<file path="src/rtl/view_ctrl.sv">
// View configuration controller: button presses queue scale/mirror requests that commit at the frame boundary.
// Optional automatic scale stepping every DEMO_FRAMES frames when DEMO_CYCLE_EN is defined.
module view_ctrl #(
  parameter int H_ACTIVE    = 1024,
  parameter int V_ACTIVE    = 768,
  parameter int DEMO_FRAMES = 120
) (
  input  logic        clk_in,
  input  logic        rst_in,
  input  logic        btn_scale_in,
  input  logic        btn_mirror_in,
  input  logic [10:0] hcount_in,
  input  logic [9:0]  vcount_in,
  output logic [1:0]  scale_out,
  output logic        mirror_out,
  output logic        in_frame_out,
  output logic        commit_out
);

  typedef enum logic {IDLE, PENDING} state_t;

  localparam logic [10:0] H_LIM = 11'(H_ACTIVE);
  localparam logic [9:0]  V_LIM = 10'(V_ACTIVE);

  state_t      state, state_nxt;
  logic        scale_prev, mirror_prev;
  logic        scale_press, mirror_press, any_press;
  logic        boundary, demo_force, commit, pend_differs;
  logic [1:0]  pend_scale, pend_scale_nxt;
  logic        pend_mirror, pend_mirror_nxt;
  logic [10:0] h_lim;
  logic [9:0]  v_lim;
  logic        win_comb, win_p0;

  function automatic logic [1:0] scale_step(input logic [1:0] s);
    return (s == 2'd2) ? 2'd0 : s + 2'd1;
  endfunction

  assign boundary     = (hcount_in == 11'd0) && (vcount_in == V_LIM);
  assign scale_press  = (btn_scale_in & ~scale_prev) | demo_force;
  assign mirror_press = btn_mirror_in & ~mirror_prev;
  assign any_press    = scale_press | mirror_press;
  assign pend_differs = (pend_scale != scale_out) || (pend_mirror != mirror_out);

  assign pend_scale_nxt  = scale_press ? scale_step(pend_scale) : pend_scale;
  assign pend_mirror_nxt = mirror_press ? ~pend_mirror : pend_mirror;

`ifdef DEMO_CYCLE_EN
  localparam logic [15:0] DEMO_LAST = 16'(DEMO_FRAMES - 1);
  logic [15:0] frame_cnt;

  // The forced step is OR-ed with the button, so a coincident real press is still one step.
  assign demo_force = boundary && (frame_cnt == DEMO_LAST);

  always_ff @(posedge clk_in) begin
    if (rst_in) begin
      frame_cnt <= 16'd0;
    end else if (boundary) begin
      frame_cnt <= demo_force ? 16'd0 : frame_cnt + 16'd1;
    end
  end
`else
  // No automatic stepping in this build; DEMO_FRAMES only keeps the parameter list uniform.
  assign demo_force = 1'b0 && (DEMO_FRAMES > 0);
`endif

  always_ff @(posedge clk_in) begin
    if (rst_in) state <= IDLE;
    else        state <= state_nxt;
  end

  // A press on the boundary cycle is never part of that commit: it keeps the FSM pending.
  always_comb begin
    state_nxt = state;
    case (state)
      IDLE:    if (any_press) state_nxt = PENDING;
      PENDING: if (boundary || !pend_differs) state_nxt = any_press ? PENDING : IDLE;
      default: state_nxt = IDLE;
    endcase
  end

  always_comb begin
    commit = (state == PENDING) && boundary && pend_differs;
  end

  always_comb begin
    h_lim = 11'd640;
    v_lim = 10'd768;
    case (scale_out)
      2'd0:    begin h_lim = 11'd240; v_lim = 10'd320; end
      2'd1:    begin h_lim = 11'd480; v_lim = 10'd640; end
      default: begin h_lim = 11'd640; v_lim = 10'd768; end
    endcase
    win_comb = (hcount_in < H_LIM) && (vcount_in < V_LIM) &&
               (hcount_in < h_lim) && (vcount_in < v_lim);
  end

  always_ff @(posedge clk_in) begin
    if (rst_in) begin
      scale_prev   <= 1'b0;
      mirror_prev  <= 1'b0;
      pend_scale   <= 2'd0;
      pend_mirror  <= 1'b0;
      scale_out    <= 2'd0;
      mirror_out   <= 1'b0;
      commit_out   <= 1'b0;
      win_p0       <= 1'b0;
      in_frame_out <= 1'b0;
    end else begin
      scale_prev  <= btn_scale_in;
      mirror_prev <= btn_mirror_in;
      pend_scale  <= pend_scale_nxt;
      pend_mirror <= pend_mirror_nxt;
      commit_out  <= commit;
      if (commit) begin
        scale_out  <= pend_scale;
        mirror_out <= pend_mirror;
      end
      // stage p0: window decision for the current pixel
      win_p0       <= win_comb;
      // stage p1: aligned with the address generator output
      in_frame_out <= win_p0;
    end
  end

endmodule

</file>
<file path="config.mk">
export PLATFORM = sky130hd
export DESIGN_NAME = view_ctrl
export DESIGN_NICKNAME = d
export VERILOG_FILES = /design/src/rtl/view_ctrl.sv
export SDC_FILE = /design/constraint.sdc
export NUM_CORES = 1
export LEC_CHECK = 0
export CAP_MARGIN = 20
export CORE_UTILIZATION = 43
export CTS_CLUSTER_DIAMETER = 30
export CTS_CLUSTER_SIZE = 14
export DETAILED_ROUTE_END_ITERATION = 10
export PLACE_DENSITY = 0.82
export SLEW_MARGIN = 15
export SYNTH_ARGS = -nofsm -noshare
export SYNTH_HDL_FRONTEND = slang
export SYNTH_SLANG_ARGS = --single-unit
export TNS_END_PERCENT = 5
</file>
<file path="constraint.sdc">
create_clock -name clk_in -period 3.45 [get_ports clk_in]
set_clock_uncertainty 0.05 [all_clocks]
set_input_delay 0.345 -clock clk_in [delete_from_list [all_inputs] [get_ports clk_in]]
set_output_delay 0.345 -clock clk_in [all_outputs]
set_load 0.01 [all_outputs]
</file>
* Yosys cells after proc, flatten, opt, wreduce, memory -nomap -nowiden
Index checks and enable logic that the tools add are counted. Widths: inputs -> output; s select.
Storage, ports and cells: bits in registers 12, output and inout bits 5, logic and storage cells 44
Operators by class: add/subtract/negate cells 1, $lt $le $gt $ge 4, eq/ne operators 5, mux-type cells 6, bitwise operators 7, reduce and logical (&&, ||, !) cells 11
Operator list (number):
- $pmux 10 s2 | 2
- $logic_not 11->1 | 1
- $lt 11x10->1 | 1
- $lt 11x11->1 const B | 1
- $eq 10x10->1 const B | 1
- $lt 10x10->1 | 1
- $lt 10x10->1 const B | 1
- $logic_and 1x1->1 | 6
- $not 1->1 | 4
- $add 2x1->2 const B | 1
- $and 1x1->1 | 2
- $eq 2x1->1 const B | 1
- $eq 2x2->1 const B | 1
- $logic_not 2->1 | 1
- $logic_or 1x1->1 | 2
- $mux 1 | 2
- $mux 2 | 1
- $ne 2x2->1 | 1
- $pmux 1 s2 | 1
- $logic_not 1->1 | 1
- $ne 1x1->1 | 1
- $or 1x1->1 | 1

* Depth between registers and ports, before layout
word-level depth 6, mapped depth 8

* Worst setup path after synthesis
Ideal clock, no wire load.
path kind flip-flop to flip-flop, start point register scale_out[1], end point register win_p0, library setup time 0.096 ns, data arrival time 1.451 ns, data required time 3.304 ns, slack 1.853 ns, cell stages (with the launch flop) 9, clock period less this slack 1.597 ns, cells stage by stage dfxtp_1 buf_4 inv_1 nand2_1 ha_1 o31a_1 o21a_1 o21ai_0 nor4b_1
On the way: longest elaborated chain between the ends 5
Ends and longest elaborated chain:
- start, declared | RTL line 14 | output logic [1:0] scale_out,
- start signal, assigned | RTL line 116 | scale_out <= pend_scale;
- $eq 2x1->1 or $logic_not 2->1 (tied branches) | RTL line 89 | case (scale_out)
- $pmux 10 s2 | RTL line 89
- $lt 11x10->1 | RTL line 95 | (hcount_in < h_lim) && (vcount_in < v_lim);
- $logic_and 1x1->1 | RTL line 94 | win_comb = (hcount_in < H_LIM) && (vcount_in < V_LIM) &&
- $logic_and 1x1->1 * | RTL line 95
- end signal, assigned | RTL line 120 | win_p0 <= win_comb;
- end, declared | RTL line 33 | logic win_comb, win_p0;
Mark *: on every way between the ends. The rest lies on a longest branch, timed or not. A chain may end at the register's enable or synchronous reset.

* Worst setup path in the final report
Ends and elaborated chain as after synthesis.

==> metrics <==
Max clock buf depth=2; switching power total=0.0664 mW; relative contribution of combinational cells to total power=0.177; fmax=between 500 and 600 MHz; startpoint type of the worst setup path=flip-flop; Setup Viol. Count Final=0; post-detailed-route count of antenna-violating nets=0; final cycle utilization of the critical path=0.549; number of antenna violations at the first check in global routing=0; Vias/cell=around 5.3; cell type contributing the most total cell area after synthesis=sky130_fd_sc_hd__dfxtp_1; largest net degree at the start of global routing=16; worst hold path type=reg2reg; max-slew headroom at the worst pin=0.695; Residual DRC=0; routed length per placed instance=about 12 um; post-synthesis net count=between 100 and 150; number of synthesized flops with an enable pin=0; aggregate negative setup slack=0 ns; largest vdd supply drop=about 0.38 mV; standby leakage power=between 0.3 and 0.4 nW; CP Data Arrival Time=~2 ns; Flop pwr share=0.473; Main synth FF type=sky130_fd_sc_hd__dfxtp_1; setup repair bufs after CTS=0; latest clock arrival within the worst-skew pair=0.27 ns; kind of capture point of the worst setup path=flip-flop; required time at the worst-slack endpoint=3.56 ns; vias after detailed routing=638; internal cell power=approximately 0.24 mW; run status=finished, final reports clean; final core area utilization=0.683; setup repair after global routing missed its margin=no; Post-Syn Instances=75; Die ar.=~1800 um^2; library cell used as clock root buffer=sky130_fd_sc_hd__clkbuf_4; number of different library cells in the post-synthesis netlist=33; Synth top cells by count=12 x sky130_fd_sc_hd__dfxtp_1, 6 x sky130_fd_sc_hd__nand2b_1, 5 x sky130_fd_sc_hd__ha_1; pwr/cell area=305 nW/um^2; worst slew pin tran=0.446 ns; count leader, synth=sky130_fd_sc_hd__dfxtp_1; final-stage net count=between 100 and 150; portion of total power attributed to the clock network=0.350; RD Place Congestion=roughly 0.70; Hold Violations, Final=0; number of max-cap violations=0; share of total power consumed by net switching=0.214; clock-pin slew on the worst setup and hold paths=approximately 0.07 ns; IO Count=30; Inserted Clock Buffers=3; Final Routed Wirelength=roughly 1.4 mm; Layout area overhead=48.4%; biggest fanout along the worst timing path=9; total clock sinks=12; first-pass iteration count of the detailed router=3; H-tree levels=1; most area-consuming cells after synthesis=sky130_fd_sc_hd__dfxtp_1 35%, sky130_fd_sc_hd__ha_1 9.1%, sky130_fd_sc_hd__nand2b_1 5.5%; Max Slew Vio Count=0; WS Path Type=reg2reg; half-perimeter wire length after detailed placement=between 1 and 1.5 mm; port buffer count=29; first-pass GRT wire length=2.57 mm; share of the yosys chip area belonging to registers=0.350; Post-Synthesis Mean Instance Area=between 9 and 10 um^2; netlist area before placement=between 600 and 700 um^2; std cell rows=14; proportion of synthesized flip-flops having asynchronous set or reset=0; hold buffer count at CTS=0; overall track demand over capacity in global routing=0.190; detailed router's first-iteration violation count=11; total gr overflow=0; Synth warnings=0; # diodes=0; Horiz. Die Dim=between 40 and 50 um; TritonCTS clock tree=built; layout cell share with drive strength beyond 1=0.0952; starting utilization of the core area=0.461; Std-Cell Core Area=between 1000 and 1500 um^2; quantity of gates resized following cts=0; vias in the first global route=~620; area share of the largest cell type after synthesis=0.350; die boundary height=around 42 um; flip-flop and latch count after synthesis=12; clock period minus worst slack=around 1.9 ns
registers in the layout, indices dropped and copies added (netlist names):
signal / flops
pend_scale: 2
win_p0: 1
state: 1
mirror_out: 1
scale_out: 2
commit_out: 1
mirror_prev: 1
scale_prev: 1
pend_mirror: 1
in_frame_out: 1
final cells by class:
class | count | area (um^2)
Multi-Input combinational cell | 57 | 419
Timing Repair Buffer | 29 | 290
Clock buffer | 4 | 36.3
Inverter | 3 | 11.3
Fill cell | 119 | 472
Tap cell | 16 | 20.0
Sequential cell | 12 | 240
layout by cell type (no fill, tap or decap), drive strengths merged:
| cell type | synthesis | final |
|---|---|---|
| o2bb2ai | 1 | 1 |
| a2111oi | 1 | 1 |
| nand2 | 3 | 3 |
| o21bai | 1 | 1 |
| nand2b | 6 | 6 |
| mux2i | 2 | 2 |
| nand3 | 1 | 1 |
| nor4b | 1 | 1 |
| clkdlybuf4s50 | 0 | 29 |
| a2111o | 1 | 1 |
| nor3 | 3 | 3 |
| a31oi | 1 | 1 |
| nor2b | 3 | 3 |
| or2b | 1 | 1 |
| clkbuf | 2 | 4 |
| nor4 | 5 | 5 |
| nand4 | 1 | 1 |
| or2 | 1 | 1 |
| xor2 | 3 | 3 |
| ha | 5 | 5 |
| o31ai | 2 | 2 |
| o31a | 1 | 1 |
| nor3b | 1 | 1 |
| o21a | 1 | 1 |
| a21oi | 3 | 3 |
| inv | 3 | 3 |
| nor2 | 4 | 4 |
| dfxtp | 12 | 12 |
| o21ai | 4 | 4 |
| or4 | 1 | 1 |
worst max-delay path, stage by stage (launching register included):
cell                      delay (ns)
sky130_fd_sc_hd__dfxtp_1        0.50
sky130_fd_sc_hd__inv_1          0.13
sky130_fd_sc_hd__nand2_1        0.14
sky130_fd_sc_hd__ha_1           0.25
sky130_fd_sc_hd__o31a_1         0.10
sky130_fd_sc_hd__o21a_1         0.16
sky130_fd_sc_hd__o21ai_0        0.16
sky130_fd_sc_hd__nor4b_1        0.29
power by group through the flow:
stage / Combinational (mW) / Clock, mW / Sequential (mW)
after CTS: 0.0554 / 0.113 / 0.147
after global placement: 0.0541 / 0 / 0.150
after global routing: 0.0617 / 0.116 / 0.147
final: 0.0548 / 0.108 / 0.147
after detailed placement: 0.0552 / 0 / 0.150
after floorplan: 0.0206 / 0 / 0.149
worst paths after layout:
path | startpoint | to | slack [ns] | depth (start not counted)
min reg2reg | win_p0 | in_frame_out | 0.39 | 1
min | win_p0 | in_frame_out | 0.39 | 1
max | scale_out[1] | win_p0 | 1.56 | 7
max reg2reg | scale_out[1] | win_p0 | 1.56 | 7
layer usage:
metal  track usage  vias up  share of wire
met5             0        -              0
met4        0.0194        0              0
met3        0.0652        0          0.038
met2         0.334       13           0.49
met1         0.230      287           0.47
li1              -      338              -
kinds of logic (layout without fill, tap and decap cells):
kind of cell,Yosys count,in the layout,synth area share
XOR/XNOR,3,3,0.0383
AO/OA/AOI/OAI,16,16,0.166
buffers and inverters,6,36,0.0383
flip-flops,12,12,0.350
multiplexers,2,2,0.0292
adder cells (fa/ha/maj),5,5,0.0912
AND/OR/NAND/NOR,31,31,0.287
per-stage QoR:
stage                     cell area (um^2)  total power [mW]  hold slack (ns)  worst slack [ns]  instances
after CTS                             1020             0.315            0.395              1.56        121
after global routing                  1020             0.325            0.413              1.35        121
after global placement                 981             0.204            0.370              1.41        117
after floorplan                        686             0.170            0.364              1.85         75
final                                 1020             0.310            0.394              1.56        121
after detailed placement               981             0.205            0.378              1.39        117
Note: power is estimated with default switching activity, not from simulation.
